`config.mk`:
```
export PLATFORM = sky130hd
export DESIGN_NAME = datapath_driver
export DESIGN_NICKNAME = d
export VERILOG_FILES = /design/src/rtl/datapath_driver_pkg.sv /design/src/rtl/datapath_driver_rsp_fifo.sv /design/src/rtl/datapath_driver.sv
export SDC_FILE = /design/constraint.sdc
export NUM_CORES = 1
export LEC_CHECK = 0
export CAP_MARGIN = 20
export CORE_ASPECT_RATIO = 1.75
export CORE_MARGIN = 5
export CORE_UTILIZATION = 54
export DETAILED_ROUTE_END_ITERATION = 8
export GPL_TIMING_DRIVEN = 0
export PLACE_DENSITY = 0.87
export SYNTH_ARGS = -nofsm -noshare
export SYNTH_HDL_FRONTEND = slang
export SYNTH_SLANG_ARGS = --single-unit
```
`constraint.sdc`:
```
create_clock -name clk -period 7.45 [get_ports clk]
set_input_delay 1.49 -clock clk [delete_from_list [all_inputs] [get_ports clk]]
set_output_delay 1.49 -clock clk [all_outputs]
set_load 0.005 [all_outputs]
```
`src/rtl/datapath_driver_pkg.sv`:
```
// Shared types and constants for the datapath driver and its response FIFO.
package dp_drv_pkg;

  localparam int DP_W = 16;

  typedef enum logic [1:0] {
    IDLE   = 2'd0,
    ACTIVE = 2'd1,
    DRAIN  = 2'd2
  } state_e;

endpackage : dp_drv_pkg

```
`src/rtl/datapath_driver_rsp_fifo.sv`:
```
// Synchronous first-word-fall-through FIFO holding datapath results until the
// response port consumes them. The head entry is always visible on head_data.
module dp_rsp_fifo
  import dp_drv_pkg::*;
#(
  parameter int WIDTH = DP_W,
  parameter int DEPTH = 4,
  localparam int PW = $clog2(DEPTH),
  localparam int CW = $clog2(DEPTH + 1)
) (
  input  logic             clk,
  input  logic             rst,
  input  logic             push,
  input  logic [WIDTH-1:0] push_data,
  input  logic             pop,
  output logic [WIDTH-1:0] head_data,
  output logic [CW-1:0]    count
);

  logic [WIDTH-1:0] mem_q [DEPTH];
  logic [WIDTH-1:0] mem_d [DEPTH];
  logic [PW-1:0]    wr_ptr_q, wr_ptr_d;
  logic [PW-1:0]    rd_ptr_q, rd_ptr_d;
  logic [CW-1:0]    count_q, count_d;
  logic             pop_ok_s;

  // Next-state for storage, pointers and occupancy; pointers wrap naturally.
  always_comb begin
    mem_d    = mem_q;
    wr_ptr_d = wr_ptr_q;
    rd_ptr_d = rd_ptr_q;
    count_d  = count_q;
    pop_ok_s = pop & (count_q != {CW{1'b0}});

    if (push) begin
      mem_d[wr_ptr_q] = push_data;
      wr_ptr_d        = wr_ptr_q + PW'(1);
    end else begin
      wr_ptr_d = wr_ptr_q;
    end

    if (pop_ok_s) begin
      rd_ptr_d = rd_ptr_q + PW'(1);
    end else begin
      rd_ptr_d = rd_ptr_q;
    end

    case ({push, pop_ok_s})
      2'b10:   count_d = count_q + CW'(1);
      2'b01:   count_d = count_q - CW'(1);
      default: count_d = count_q;
    endcase
  end

  // FIFO state registers; reset discards all stored results.
  always_ff @(posedge clk or posedge rst) begin
    if (rst) begin
      for (int i = 0; i < DEPTH; i++) begin
        mem_q[i] <= {WIDTH{1'b0}};
      end
      wr_ptr_q <= {PW{1'b0}};
      rd_ptr_q <= {PW{1'b0}};
      count_q  <= {CW{1'b0}};
    end else begin
      mem_q    <= mem_d;
      wr_ptr_q <= wr_ptr_d;
      rd_ptr_q <= rd_ptr_d;
      count_q  <= count_d;
    end
  end

  assign head_data = mem_q[rd_ptr_q];
  assign count     = count_q;

endmodule : dp_rsp_fifo

```
`src/rtl/datapath_driver.sv`:
```
// Request initiator / result collector for the 16-bit datapath unit. Issues
// operand and coefficient with the datapath's pipeline alignment, tracks
// in-flight operations with a tag shifter, collects results into a response
// FIFO and only grants requests when a FIFO slot is guaranteed.
module datapath_driver
  import dp_drv_pkg::*;
#(
  parameter int WIDTH      = DP_W,
  parameter int DP_LATENCY = 2,
  parameter int RSP_DEPTH  = 4
) (
  input  logic             clk,
  input  logic             rst,
  input  logic             en,
  input  logic             req_valid,
  output logic             req_ready,
  input  logic [WIDTH-1:0] req_data,
  input  logic [WIDTH-1:0] req_coeff,
  output logic [WIDTH-1:0] dp_data_in,
  output logic [WIDTH-1:0] dp_coeff,
  output logic             dp_load,
  output logic             dp_compute,
  input  logic [WIDTH-1:0] dp_data_out,
  input  logic             dp_valid,
  output logic             rsp_valid,
  input  logic             rsp_ready,
  output logic [WIDTH-1:0] rsp_data,
  output logic             busy,
  output logic             err_valid
);

  localparam int CW = $clog2(RSP_DEPTH + 1);
  localparam int IW = $clog2(DP_LATENCY + 1);
  localparam int SW = ((CW > IW) ? CW : IW) + 1;

  state_e           state_q, state_d;
  logic [DP_LATENCY-1:0] tag_q, tag_d;
  logic [WIDTH-1:0] data_hold_q, data_hold_d;
  logic [WIDTH-1:0] coeff_q, coeff_d;
  logic             err_q, err_d;

  logic [IW-1:0]    inflight_s;
  logic [CW-1:0]    fifo_count_s;
  logic [SW-1:0]    credit_sum_s;
  logic             fifo_empty_s;
  logic             req_ready_s;
  logic             issue_s;
  logic             compute_s;
  logic             push_s;
  logic             pop_s;
  logic [WIDTH-1:0] head_data_s;

  // Count of operations currently travelling through the datapath.
  always_comb begin
    inflight_s = {IW{1'b0}};
    for (int i = 0; i < DP_LATENCY; i++) begin
      inflight_s = inflight_s + IW'(tag_q[i]);
    end
  end

  // Credit check: every granted request must already own a FIFO slot, so a
  // result arriving from the datapath can always be stored.
  always_comb begin
    fifo_empty_s = (fifo_count_s == {CW{1'b0}});
    credit_sum_s = SW'(fifo_count_s) + SW'(inflight_s);
    if (rst) begin
      req_ready_s = 1'b0;
    end else begin
      req_ready_s = en & (state_q != DRAIN) & (credit_sum_s < SW'(RSP_DEPTH));
    end
    issue_s   = req_valid & req_ready_s;
    compute_s = (inflight_s != {IW{1'b0}}) & ~issue_s;
    push_s    = tag_q[DP_LATENCY-1];
    pop_s     = ~fifo_empty_s & rsp_ready;
  end

  // Datapath pin values: operand with the issue, coefficient one stage later,
  // both held between issues; tags advance one stage per cycle.
  always_comb begin
    data_hold_d = data_hold_q;
    coeff_d     = coeff_q;
    tag_d       = {DP_LATENCY{1'b0}};
    if (issue_s) begin
      data_hold_d = req_data;
      coeff_d     = req_coeff;
    end else begin
      data_hold_d = data_hold_q;
      coeff_d     = coeff_q;
    end
    tag_d[0] = issue_s;
    for (int i = 1; i < DP_LATENCY; i++) begin
      tag_d[i] = tag_q[i-1];
    end
  end

  // Sticky error: the datapath's valid must match compute without a load.
  always_comb begin
    if (dp_valid != (compute_s & ~issue_s)) begin
      err_d = 1'b1;
    end else begin
      err_d = err_q;
    end
  end

  // Control FSM next state; a drain always completes through IDLE.
  always_comb begin
    state_d = state_q;
    case (state_q)
      IDLE: begin
        if (issue_s) begin
          state_d = ACTIVE;
        end else begin
          state_d = IDLE;
        end
      end
      ACTIVE: begin
        if (~en && ((inflight_s != {IW{1'b0}}) || ~fifo_empty_s)) begin
          state_d = DRAIN;
        end else if ((inflight_s == {IW{1'b0}}) && fifo_empty_s && ~issue_s) begin
          state_d = IDLE;
        end else begin
          state_d = ACTIVE;
        end
      end
      DRAIN: begin
        if ((inflight_s == {IW{1'b0}}) && fifo_empty_s) begin
          state_d = IDLE;
        end else begin
          state_d = DRAIN;
        end
      end
      default: state_d = IDLE;
    endcase
  end

  // Control and pipeline registers; reset drops everything in flight.
  always_ff @(posedge clk or posedge rst) begin
    if (rst) begin
      state_q     <= IDLE;
      tag_q       <= {DP_LATENCY{1'b0}};
      data_hold_q <= {WIDTH{1'b0}};
      coeff_q     <= {WIDTH{1'b0}};
      err_q       <= 1'b0;
    end else begin
      state_q     <= state_d;
      tag_q       <= tag_d;
      data_hold_q <= data_hold_d;
      coeff_q     <= coeff_d;
      err_q       <= err_d;
    end
  end

  dp_rsp_fifo #(
    .WIDTH (WIDTH),
    .DEPTH (RSP_DEPTH)
  ) u_rsp_fifo (
    .clk       (clk),
    .rst       (rst),
    .push      (push_s),
    .push_data (dp_data_out),
    .pop       (pop_s),
    .head_data (head_data_s),
    .count     (fifo_count_s)
  );

  assign req_ready  = req_ready_s;
  assign dp_data_in = issue_s ? req_data : data_hold_q;
  assign dp_coeff   = coeff_q;
  assign dp_load    = issue_s;
  assign dp_compute = compute_s;
  assign rsp_valid  = ~fifo_empty_s;
  assign rsp_data   = head_data_s;
  assign busy       = (state_q != IDLE);
  assign err_valid  = err_q;

endmodule : datapath_driver

```
* Yosys cells after proc, flatten, opt, wreduce, memory -nomap -nowiden *
Index checks and enable logic that the tools add are counted.

storage, ports and cells
  register bits after elaboration = 108
  output and inout port bits = 54
  word-level logic and storage cells = 66

cells by class
  $add $sub $neg = 6
  magnitude comparators = 4
  eq/ne operators = 6
  mux-type cells = 14
  bitwise operators = 12
  reduce and logical (&&, ||, !) cells = 12

operator list
  operator                                              number
  bitwise mux 64 bit                                    1
  2-to-1 mux 16 bit                                     4
  binary-select mux 16 bit (select 2 bit)               1
  demux 16 bit (select 2 bit)                           1
  bitwise AND 1 bit                                     7
  >= comparator 3 bit (second input constant)           2
  inverter 2 -> 3 bit                                   2
  one-hot mux 2 bit (3 select lines)                    1
  one-hot mux 3 bit (2 select lines)                    1
  nonzero test 2 bit                                    3
  adder 2 x 1 -> 2 bit (second input constant)          2
  adder 3 x 2 -> 4 bit                                  1
  equality test 2 x 1 -> 1 bit (second input constant)  2
  equality test 2 bit (second input constant)           2
  logical AND 1 bit                                     4
  logical NOT 2 bit                                     2
  < comparator 4 x 3 -> 1 bit (second input constant)   1
  2-to-1 mux 2 bit                                      2
  adder 3 x 1 -> 3 bit (second input constant)          1
  logical NOT 3 bit                                     1
  < comparator 3 x 1 -> 1 bit (second input constant)   1
  2-to-1 mux 1 bit                                      3
  inverter 1 bit                                        3
  nonzero test 3 bit                                    1
  other kinds (5)                                       5

* Logic depth before layout (Yosys ltp) *
  word-level depth = 11
  mapped depth = 8
  gate-level depth less buffers = 7

* Cells and area by module *
A second synthesis with hierarchy kept.

second synthesis, totals
  cell total of the unflattened synthesis = 292
  area total of the unflattened synthesis = 5092.4 um2

modules (own cells, without submodules)
  module           instances  cells an instance  area each (um2)  seq. area each (um2)
  dp_rsp_fifo      1          189                3419.5           1776.7
  datapath_driver  1          103                1672.9           925.9

* Worst setup path after synthesis *
No wires, ideal clock.

  kind = input port to output port
  start = in rst
  end = out dp_data_in[0]
  data arrival time = 2519 ps
  data required time = 5960 ps
  path slack = 3441 ps
  stages on the path = 4
  path through = nor4b_4 -> nand4_4 -> buf_6 -> mux2_4

on the way
  longest elaborated chain between the ends = 3

RTL lines
  what               RTL line               source
  from (decl)        datapath_driver.sv:13  input logic rst,
  2-to-1 mux 1 bit   datapath_driver.sv:66  if (rst) begin
  bitwise AND 1 bit  datapath_driver.sv:71  issue_s = req_valid & req_ready_s;
  2-to-1 mux 16 bit  --
  to (decl)          datapath_driver.sv:19  output logic [WIDTH-1:0] dp_data_in,

No other way between the ends.

* Final worst setup path *
  start = in rst
  end = out dp_data_in[12]

Same word-level chain as after synthesis.

==> results.cfg <==
[place]
dp.cells = 514
dp_hpwl_mm = 7.21
place_area_mm2 = 0.00602
port_buffers = 107
gp_congestion = 0.762
pre_cts_slack_ns = 2.31

[synth]
synth_fp_nets = 352
ys_seq_area_share_pct = 56.6
synth.distinct_cells = 37
synth-main-ff-cell = dfrtp_1
yosysWarningCount = 0
ys_async_sr_fraction_pct = 100
synth_seq_cells = 108
synth_edf_count = 0
avgSynthCellArea_um2 = 16.5
netlist_area_mm2 = 0.00477
synthCells = 289

[timing]
worst_pin_slew_ns = 0.698
slew_headroom_pct = 53.4
fin_hold_ws_ns = 0.421
slew_violations = 0
fin_worst_skew_ns = 0.00719
rsz0062_at_grt = no
fin_setup_tns_ns = 0
period_minus_slack_ns = 5.12
setup_violations = 0
hold_viol_final = 0
timing.final.ws_setup_ns = 2.33
fin_crit_sh_pct = 68.7
max_freq_mhz = 195

[cts]
cts_buffer_depth = 2
clk_pin_slew_ns = 0.06
cts.root.buffer_cell = clkbuf_16
clock_sinks = 108
tritoncts = done
clock_latency_ns = 0.34
cts_buffers = 9
h-tree-depth = 3
cts_repair_resize_count = 0
cts_setup_buffers = 0
hold_buffers = 0

[global_routing]
grt_overflow = 0
grt_pass1_vias = 3253
antenna_found_initial = 0
grt_pass1_wl_mm = 16.0
grt_max_degree = 76
grt_use_total_pct = 19.6

[layout]
layout-drive-gt1-share_pct = 34.4
final_cell_mix = dfrtp_1, clkdlybuf4s50_1, mux2_2, mux2_4, mux4_2
postLayoutCellArea_mm2 = 0.00635
syn_to_final_growth_pct = 33.0
final_common_cell = dfrtp_1
final_nets = 471
layout.cells.non_filler = 530
num_antenna_cells = 0

[critical_path]
cp-start-kind = primary input
crit_type = in -> out
path_max_fanout = 10
cp_data_required_time_ns = 5.96
arrival_ns = 3.63
end_kind = output pin

[route]
via_per_inst = 5.30
dr.first_iter.drc_count = 84
ant_nets = 0
routed_wl_mm = 9.70
dr.pass1.iters = 3
wire_per_inst_um = 18.3
drc = 0
vias = 2810

[status]
outcome = finished clean

[worst_hold_path]
hp-class = reg -> reg

[die]
dieArea_mm2 = 0.0109
ios = 108
fp-row-count = 45
start_util_pct = 55.0
die_h_um = 134
die_w_um = 81.1
design.core.area_mm2 = 0.00867

[power]
p_leak_nw = 2.78
ir_worst_vdd_v = 0.000203
powerDensity_mw_per_mm2 = 413

[run]
maxCapViolations = 0
==> worst paths after layout <==
path	from	to	slack [ns]	cells past startpoint
hold reg to reg	tag_q[0]	tag_q[1]	0.42	0
min in group asynchronous	rst	u_rsp_fifo.count[2]	1.60	2
max in group asynchronous	rst	dp_coeff[1]	5.16	3
setup / recovery	rst	dp_data_in[12]	2.33	6
setup reg to reg	tag_q[0]	data_hold_q[14]	5.39	6
hold / removal	tag_q[0]	tag_q[1]	0.42	0
==> synth_stat cells (all sizes together) (2+ instances only) <==
| cell | number | share of area, % |
|---|---|---|
| nor3b | 3 | 0.47 |
| nor4b | 2 | 0.68 |
| mux2 | 96 | 25 |
| o21ai | 2 | 0.21 |
| dfrtp | 108 | 57 |
| inv | 9 | 0.71 |
| nand2 | 7 | 0.55 |
| nor2 | 2 | 0.16 |
| ha | 8 | 2.1 |
| xnor2 | 2 | 0.37 |
| xor2 | 4 | 0.73 |
| mux4 | 16 | 7.6 |
| buf | 11 | 1.5 |
==> metal layers <==
metal,GRT usage (%),vias to the layer above,part of all wire [%]
li1,-,1281,-
met1,21.8,1435,37
met2,33.8,84,55
met3,6.52,10,6.3
met4,8.18,0,1.9
met5,0,-,0
==> sequential cells by signal (all words and copies together) (netlist names) <==
register / flops
u_rsp_fifo.count: 3
err_valid: 1
u_rsp_fifo.mem_q: 64
tag_q: 2
u_rsp_fifo.wr_ptr_q: 2
u_rsp_fifo.rd_ptr_q: 2
dp_coeff: 16
state_q: 2
data_hold_q: 16
==> cell families after synthesis <==
logic type,after synthesis,share of synthesized area [%]
muxes,113,32.5
and+or+nand+nor,25,3.83
xor gates and xnor gates,6,1.10
adders and majority gates,9,2.52
AOI/OAI and AO/OA,7,1.05
buffers and inverters,21,2.31
DFF,108,56.6
==> cell type report <==
cell class                      count  area, um2
Clock inverter                      3       68.8
Tap cell                          117        146
Buffer                             12       76.3
Clock buffer                       13        260
Fill cell                         594       2320
Sequential cell                   108       2700
Timing Repair Buffer              108       1100
Inverter                            9       36.3
Multi-Input combinational cell    160       1960
==> where the power goes <==
part / switching, W / leakage [nW] / internal (W) / total (W)
clock network: 0.000202 / 0.160 / 0.000314 / 0.000516
logic: 0.000341 / 1.35 / 0.000739 / 0.00108
registers: 0.000150 / 1.28 / 0.000874 / 0.00102
total: 0.000693 / 2.78 / 0.00193 / 0.00262
==> critical path, stage by stage <==
cell and delay (ns):
clkdlybuf4s50_1 0.50, nor4b_4 0.39, nand4_4 0.24, buf_6 0.23
mux2_4 0.31, clkdlybuf4s50_1 0.47
==> through the flow <==
step | total power, W | util, %
finish | 0.00262 | 73.2
global route | 0.00278 | 73.2
CTS | 0.00265 | 73.2
detailed placement | 0.00213 | 69.4
global placement | 0.00207 | 69.1
floorplan | 0.00160 | -
No activity file was read; power rests on OpenSTA's default activity.
